$ cat src/rtl/omem_result_drain.sv
// rtl/omem_result_drain.sv - walks GPU O-memory of selected cores and streams each word to the host
//
// Purpose: when the GPU commits results, read every word (0..count-1) of every
// core selected in the mask through the GPU's O-memory read port, and present
// each word on a valid/ready stream. A one-cycle done strobe closes each drain.
//
// Ports:
//   Clock, Reset               clock, asynchronous active-low reset
//   iEnable                    gates new commit start events
//   iCoreMask, iWordCount      drain parameters, sampled when a drain starts
//   iGPUCommitedResults        commit level from the GPU (rising edge starts a drain)
//   oOMEMBankSelect            O-memory bank (core) select to the GPU
//   oOMEMReadAddress           O-memory word address to the GPU
//   iOMEMData                  O-memory read data, valid one cycle after the address
//   oResultData/Core/Address   drained word and where it came from
//   oResultValid, iResultReady host stream handshake
//   oBusy                      drain in progress
//   oDrainDone                 one-cycle completion pulse
module omem_result_drain #(
  parameter int WB_WIDTH      = 32,
  parameter int MAX_CORES     = 4,
  parameter int MAX_CORE_BITS = 2
) (
  input  logic                     Clock,
  input  logic                     Reset,
  input  logic                     iEnable,
  input  logic [MAX_CORES-1:0]     iCoreMask,
  input  logic [WB_WIDTH-1:0]      iWordCount,
  input  logic                     iGPUCommitedResults,
  output logic [MAX_CORE_BITS-1:0] oOMEMBankSelect,
  output logic [WB_WIDTH-1:0]      oOMEMReadAddress,
  input  logic [WB_WIDTH-1:0]      iOMEMData,
  output logic [WB_WIDTH-1:0]      oResultData,
  output logic [MAX_CORE_BITS-1:0] oResultCore,
  output logic [WB_WIDTH-1:0]      oResultAddress,
  output logic                     oResultValid,
  input  logic                     iResultReady,
  output logic                     oBusy,
  output logic                     oDrainDone
);

  typedef enum logic [2:0] {
    S_IDLE, S_SCAN, S_ISSUE, S_CAPTURE, S_PUSH, S_DONE
  } state_t;

  state_t                   state, state_nx;
  logic                     commit_q;
  logic                     pending;
  logic [MAX_CORES-1:0]     mask;
  logic [WB_WIDTH-1:0]      count;
  logic [WB_WIDTH-1:0]      addr;
  logic [MAX_CORE_BITS-1:0] core;

  logic                     start;
  logic                     restart;
  logic                     scan_hit;
  logic [MAX_CORE_BITS-1:0] scan_idx;
  logic                     scan_end;
  logic                     last_word;
  logic                     last_core;

  assign start     = iEnable & iGPUCommitedResults & ~commit_q;
  // A commit arriving in the DONE cycle itself is folded into the restart
  // so it is not lost while pending has not been registered yet.
  assign restart   = pending | start;
  assign scan_end  = (count == '0) | ~scan_hit;
  // Only evaluated in PUSH, where SCAN has already guaranteed count != 0.
  assign last_word = (addr == count - WB_WIDTH'(1));
  assign last_core = (core == MAX_CORE_BITS'(MAX_CORES - 1));

  // Lowest set mask bit at or above the current core; the descending loop
  // leaves the lowest qualifying index as the final assignment.
  always_comb begin
    scan_hit = 1'b0;
    scan_idx = '0;
    for (int i = MAX_CORES - 1; i >= 0; i--) begin
      if (mask[i] && (i >= int'(core))) begin
        scan_hit = 1'b1;
        scan_idx = MAX_CORE_BITS'(i);
      end
    end
  end

  always_ff @(posedge Clock or negedge Reset) begin
    if (!Reset) state <= S_IDLE;
    else        state <= state_nx;
  end

  always_comb begin
    state_nx         = state;
    oResultValid     = 1'b0;
    oBusy            = 1'b1;
    oDrainDone       = 1'b0;
    oOMEMBankSelect  = '0;
    oOMEMReadAddress = '0;
    case (state)
      S_IDLE: begin
        oBusy = 1'b0;
        if (start) state_nx = S_SCAN;
      end
      S_SCAN:    state_nx = scan_end ? S_DONE : S_ISSUE;
      S_ISSUE: begin
        oOMEMBankSelect  = core;
        oOMEMReadAddress = addr;
        state_nx         = S_CAPTURE;
      end
      S_CAPTURE: state_nx = S_PUSH;
      S_PUSH: begin
        oResultValid = 1'b1;
        if (iResultReady) begin
          if (!last_word)     state_nx = S_ISSUE;
          else if (last_core) state_nx = S_DONE;
          else                state_nx = S_SCAN;
        end
      end
      S_DONE: begin
        oDrainDone = 1'b1;
        state_nx   = restart ? S_SCAN : S_IDLE;
      end
      default: state_nx = S_IDLE;
    endcase
  end

  always_ff @(posedge Clock or negedge Reset) begin
    if (!Reset) begin
      commit_q       <= 1'b0;
      pending        <= 1'b0;
      mask           <= '0;
      count          <= '0;
      addr           <= '0;
      core           <= '0;
      oResultData    <= '0;
      oResultCore    <= '0;
      oResultAddress <= '0;
    end else begin
      commit_q <= iGPUCommitedResults;
      // Extra commits during a drain collapse into a single pending flag.
      if (state == S_DONE)
        pending <= 1'b0;
      else if (start && state != S_IDLE)
        pending <= 1'b1;

      case (state)
        S_IDLE: begin
          if (start) begin
            mask  <= iCoreMask;
            count <= iWordCount;
            core  <= '0;
          end
        end
        S_SCAN: begin
          if (!scan_end) begin
            core <= scan_idx;
            addr <= '0;
          end
        end
        S_CAPTURE: begin
          oResultData    <= iOMEMData;
          oResultCore    <= core;
          oResultAddress <= addr;
        end
        S_PUSH: begin
          if (iResultReady) begin
            if (!last_word)      addr <= addr + WB_WIDTH'(1);
            else if (!last_core) core <= core + MAX_CORE_BITS'(1);
          end
        end
        S_DONE: begin
          if (restart) begin
            mask  <= iCoreMask;
            count <= iWordCount;
            core  <= '0;
          end
        end
        default: ;
      endcase
    end
  end

endmodule

$ cat config.mk
export PLATFORM = sky130hd
export DESIGN_NAME = omem_result_drain
export DESIGN_NICKNAME = d
export VERILOG_FILES = /design/src/rtl/omem_result_drain.sv
export SDC_FILE = /design/constraint.sdc
export NUM_CORES = 1
export LEC_CHECK = 0
export ABC_CLOCK_PERIOD_IN_PS = 3300
export CAP_MARGIN = 15
export CORE_ASPECT_RATIO = 1.1
export CORE_MARGIN = 8
export CORE_UTILIZATION = 47
export CTS_BUF_LIST = sky130_fd_sc_hd__clkbuf_4
export CTS_CLUSTER_SIZE = 10
export DETAILED_ROUTE_END_ITERATION = 8
export PLACE_DENSITY = 0.79
export SLEW_MARGIN = 20
export SYNTH_ARGS = -nofsm -noshare
export SYNTH_HDL_FRONTEND = slang
export SYNTH_SLANG_ARGS = --single-unit
$ cat constraint.sdc
create_clock -name Clock -period 3.3 [get_ports Clock]
set_input_delay 0.66 -clock Clock [delete_from_list [all_inputs] [get_ports Clock]]
set_output_delay 0.66 -clock Clock [all_outputs]
set_load 0.005 [all_outputs]
==> metrics.cfg <==
[cts]
cts-buffers-inserted = 17
cts-root-buf = sky130_fd_sc_hd__clkbuf_4
clock_sinks = 141
clock_latency_ns = 0.58
level_count_of_the_clock_h_tree = 4
cts_tree = yes
worst_setup_hold_path_clk_slew_ns = 0.12
cts-hold-fix-buffers = 0
clock_path_buffers = 2

[synthesis]
synth-edff-count = 0
synth.avg_cell_area_um2 = 10.5
synth_top_family_by_area = simple AND/OR/NAND/NOR gates
synthMuxAreaShare_pct = 14.2
synthCells = 725
number_of_synthesized_register_bits = 141
synth_compound_gate_area_share_pct = 9.64
synth_ff_type = sky130_fd_sc_hd__dfrtp_1
synth_warnings = 0
ys_async_sr_fraction_pct = 100
synth.net_count = 804
yosys.area_share.xor_xnor_pct = 4.95
area_fraction_in_and_or_nand_and_nor_cells_after_synthesis_pct = 20.0
synth.lib_cells_used.distinct = 61
seq_area_frac_synth_pct = 46.4
synth_adder_area_share_pct = 0.987
synth.cell_area_um2 = 7610

[timing]
drv_slew = 0
max_clock_freq_ghz = 0.304
timing.final.hold_violations = 0
final.period_utilization_pct = 99.6
post-route-worst-setup-slack_ns = 0.0143
max-slew-margin-rel_pct = 37.2
finClkSkew_ns = 0.0254
final_setup_violation_count = 0
period_needed_ns = 3.29
setup_repair_after_global_routing_missed_its_margin = yes
hold-worst-slack_ns = 0.0701
tightest_slew_ns = 0.942

[worst_setup_path]
crit_arrival_ns = 3.79
startpoint_class = flop
end_kind = flop
timing.critical_path.required_ns = 3.80
crit_path_class = reg2reg
setup_slack_reg_to_reg_ns = 0.01
path_max_fanout = 8

[routing]
detail_route.vias_per_cell = 5.74
detail_route.iter0.violations = 515
finalWirelength_um = 22400
wl_per_cell_um = 19.5
via_count = 6575
antenna_violating_nets_post_route = 0
detailedRoute.firstPassIterationCount = 6
drcViolationCount = 0

[grt]
first_global_vias = 6612
globalRouteTotalUtil_pct = 21.4
grt_start_max_net_pins = 71
grt-ovfl-total = 0
wire_length_of_the_first_global_routing_pass_um = 34400
number_of_antenna_violations_at_the_first_check_in_global_routing = 1

[layout]
num-nets-final = 1010
share_of_cells_above_drive_strength_1_pct = 25.3
final_common_cell = sky130_fd_sc_hd__clkdlybuf4s50_1
final_instance_area_um2 = 10400
most-common-layout-cells = sky130_fd_sc_hd__clkdlybuf4s50_1 (174), sky130_fd_sc_hd__dfrtp_1 (141), sky130_fd_sc_hd__mux2_2 (95)
layout-area-overhead-vs-synth_pct = 36.2

[placement]
globalplace.congestion = 0.848
io_buffer_count = 175
hpwl_um = 15900
place_worst_setup_slack_ns = -0.0137
postPlaceCellArea_um2 = 9820

[die]
die_width_um = 137
core_um2 = 15800
fp.dieH_um = 149
rows = 48
boundaryPins = 176
initial_core_util_pct = 48.2
total_die_area_um2 = 20500

[power_and_ir_drop]
power-per-cell-area_nw_per_um2 = 702
fin_total_pwr_w = 0.00727
leakage_power_of_the_design_nw = 4.33
irDropWorstVdd_mv = 0.410

[flow_run]
maxCapViolCount = 0

[worst_hold_path]
min_path_type = in2async

[status]
run_status = complete, no violations

[through the flow]
stage	cells	TNS, ns	utilization, %
floorplan	725	0	-
global placement	1103	0	62.1
detailed placement	1103	-0.0137	62.1
CTS	1140	-0.0128	64.5
global route	1145	-2.92	65.6
finish	1145	0	65.6
[final cells by class]
class	count	area (µm²)
fill	1256	5440
inverter	13	48.8
antenna	1	2.50
sequential	141	3530
clock inverter	13	148
multi-input combinational	521	3950
clock buffer	19	143
tap	200	250
timing repair buffer	237	2290
[final timing paths]
| path | from | end | depth (start not counted) |
|---|---|---|---|
| hold reg to reg | oResultCore[0] | oResultCore[0] | 2 |
| min in group Clock | oResultCore[0] | oResultCore[0] | 2 |
| setup / recovery | count[1] | addr[18] | 14 |
| hold / removal | Reset | oResultAddress[11] | 1 |
| max in group asynchronous | Reset | count[27] | 2 |
| setup reg to reg | count[1] | addr[18] | 14 |
[routing by layer]
| metal | vias up | GRT usage (%) | routed length (µm) |
|---|---|---|---|
| met4 | 0 | 7.40 | 477 |
| met1 | 3211 | 25.6 | 8920 |
| met2 | 275 | 33.9 | 10600 |
| met3 | 37 | 9.12 | 2390 |
| met5 | - | 0 | 0 |
| li1 | 3052 | - | - |
[report_power, final]
group | leakage, nW | switching, W | total (W) | internal, W
logic | 2.36 | 0.00159 | 0.00345 | 0.00186
registers | 1.80 | 0.000422 | 0.00264 | 0.00222
clock network | 0.161 | 0.000651 | 0.00118 | 0.000533
total | 4.33 | 0.00266 | 0.00727 | 0.00462
[cells by family (layout without fill, tap and decap cells)]
| logic type | Yosys count | in the layout |
|---|---|---|
| other | 0 | 1 |
| muxes | 96 | 96 |
| DFF | 141 | 141 |
| AOI/OAI and AO/OA | 111 | 111 |
| buffers and inverters | 63 | 282 |
| adders and majority gates | 6 | 6 |
| xor gates and xnor gates | 43 | 43 |
| and+or+nand+nor | 265 | 265 |
[registers in the layout (all words and copies together), names as in the netlist]
name / flops
addr: 32
commit_q: 1
core: 2
count: 32
mask: 4
oResultAddress: 32
oResultCore: 2
oResultData: 32
pending: 1
state: 3
[critical path, cell delays in order, from the launching register on]
cell and delay (ns):
sky130_fd_sc_hd__dfrtp_1 0.40, sky130_fd_sc_hd__inv_2 0.08, sky130_fd_sc_hd__ha_4 0.15, sky130_fd_sc_hd__or3b_4 0.39, sky130_fd_sc_hd__nor3_4 0.22, sky130_fd_sc_hd__buf_6 0.15, sky130_fd_sc_hd__nand4_1 0.14, sky130_fd_sc_hd__and2_4 0.19
sky130_fd_sc_hd__a211o_1 0.25, sky130_fd_sc_hd__or4b_4 0.50, sky130_fd_sc_hd__o21ai_4 0.26, sky130_fd_sc_hd__buf_6 0.15, sky130_fd_sc_hd__clkbuf_16 0.15, sky130_fd_sc_hd__o211ai_1 0.10, sky130_fd_sc_hd__nand2_1 0.09
[synth_stat cells, drive strengths merged (5+ instances only)]
cell	n	area [µm²]
nor2	24	90.1
or4	28	210
nand3	26	130
and3	13	81.3
a21oi	25	140
nand2b	5	31.3
dfrtp	141	3530
or3	10	62.6
and4	5	43.8
and2	36	228
o211ai	10	75.1
nor4	14	93.8
o21ai	37	211
inv	13	48.8
clkbuf	30	115
o31ai	13	97.6
nand4	13	81.3
nor3	21	121
xnor2	30	263
nand2	47	176
nor2b	8	50.1
xor2	13	114
mux2	95	1070
buf	20	125
ha	6	75.1
[timing repair]
action	4_1_cts	5_1_grt
pin swaps	5	18
resized for setup	6	38
buffers inserted	4	5
cloned	1	1
hold endpoints to repair	0	0
endpoints found under the setup margin	8	35
(Power assumes the default switching activity.)
==> variant (config.mk and constraints unchanged) <==
Re-encode `state_t` (6 states) as Gray code, 3 bits wide.
--- a/src/rtl/omem_result_drain.sv
+++ b/src/rtl/omem_result_drain.sv
@@ -40,7 +40,7 @@
 );
 
   typedef enum logic [2:0] {
-    S_IDLE, S_SCAN, S_ISSUE, S_CAPTURE, S_PUSH, S_DONE
+    S_IDLE = 3'b000, S_SCAN = 3'b001, S_ISSUE = 3'b011, S_CAPTURE = 3'b010, S_PUSH = 3'b110, S_DONE = 3'b111
   } state_t;
 
   state_t                   state, state_nx;
Function: no difference found for any inputs over 4 cycles, from zero or initial values and one cycle with Reset low; so few cycles prove little.
==> variant against the original RTL <==
  * The run now ends with setup timing left
  * Area after synthesis up 1.5%
  * Power up 27%
  * First-iteration DRC count up 2.9%
  * Cell area up 2.2%
  * Sequential share of layout area down 0.73 points
  * Sequential cell count unchanged
  * Worst setup slack worse by 0.15 ns
  * Combinational power up 35%
  * Routed wire length down 0.19%
  * Die area up 1.3%
  * Via count down 1.7%
  * Critical endpoint is now addr[9]
  * Largest cell class unchanged
  * Largest power group unchanged
  * Highest routed layer unchanged
==> variant: results (changes against the original RTL) <==
* CP startpoint: count[8]
* Via count at 6461 (-1.7%)
* Run status: finished, violations left
* #MultiIn Comb at 516 (-0.96%)
* VDD IR max at 0.381 mV (-7.1%)
* Final clock skew at 0.0292 ns (+0.00377 ns)
* Final worst slack at -0.137 ns (-0.151 ns)
* Leak at 0.00438 uW (+1.2%)
* Avg Cell Area, Syn at 10.7 sq um (+2.4%)
* Drt wl/cell at 19.3 microns (-1.1%)
* Total Power at 9220 uW (+27%)
* GR Layer Usage met3 at 5.08% (-4.0 points)
* Largest net degree at the start of global routing at 66 (-7.0%)
* NonClk Buf Share at 22.2% (+0.14 points)
* Hold Slack at 0.0659 ns (-0.00416 ns)
* GRT met2 Usage at 35.3% (+1.4 points)
* WL met3 at 1340 microns (-44%)
* Router iterations before antenna repair at 5 (-1)
* Max-slew headroom at 53.8% (+17 points)
* DR WL met2 at 10800 microns (+1.9%)
* Met1 Use GR at 26.1% (+0.45 points)
* DRT met1 WL at 9460 microns (+6.0%)
* Crit Path Max Fanout at 14 (+6)
* Seq. pwr at 3300 uW (+25%)
* Routed WL at 22300 microns (-0.19%)
* Final clock-cell share at 2.93% (+0.13 points)
* Place WS at -0.149 ns (-0.136 ns)
* Layout cells sized above 1 at 26.7% (+1.4 points)
* # setup viols final at 34 (+34)
* Area contributors post-synth: dfrtp_1 46%, mux2_2 15%, mux2i_1 4.5%
* Multi-input logic area at 4080 sq um (+3.2%)
* Failing checks: setup timing
* WP data arrival at 3.88 ns (+0.09 ns)
* Yosys cell types at 60 (-1.6%)
* CP max stage delay at 0.56 ns (+0.06 ns)
* Placed cells at 1116 (+1.2%)
variant: changes by cell type in the layout (fill, tap and decap cells not counted), sizes merged, moves of 8 or more:
cell and change:
mux2i +34, o21ai -27, nand2b +26, or4 -17, buf +9, inv +9
o31ai -9, a211oi +8, nand2 +8
variant: what timing repair did:
item	CTS	global route
cloned	1	0
buffers inserted	4	2
endpoints found under the setup margin	33	39
pin swaps	4	14
resized for setup	15	12
hold endpoints to repair	0	0
variant: kinds of logic (layout without fill, tap and decap cells):
| logic type | count (synthesis) | in the layout | synth area share, % |
|---|---|---|---|
| fa+ha+maj | 6 | 6 | 0.972 |
| compound gates | 85 | 85 | 8.15 |
| mux | 135 | 135 | 19.1 |
| simple gates | 253 | 253 | 18.2 |
| xor+xnor | 37 | 37 | 4.20 |
| buf+inv | 62 | 293 | 3.66 |
| other cells | 0 | 1 | 0 |
| flops | 141 | 141 | 45.7 |
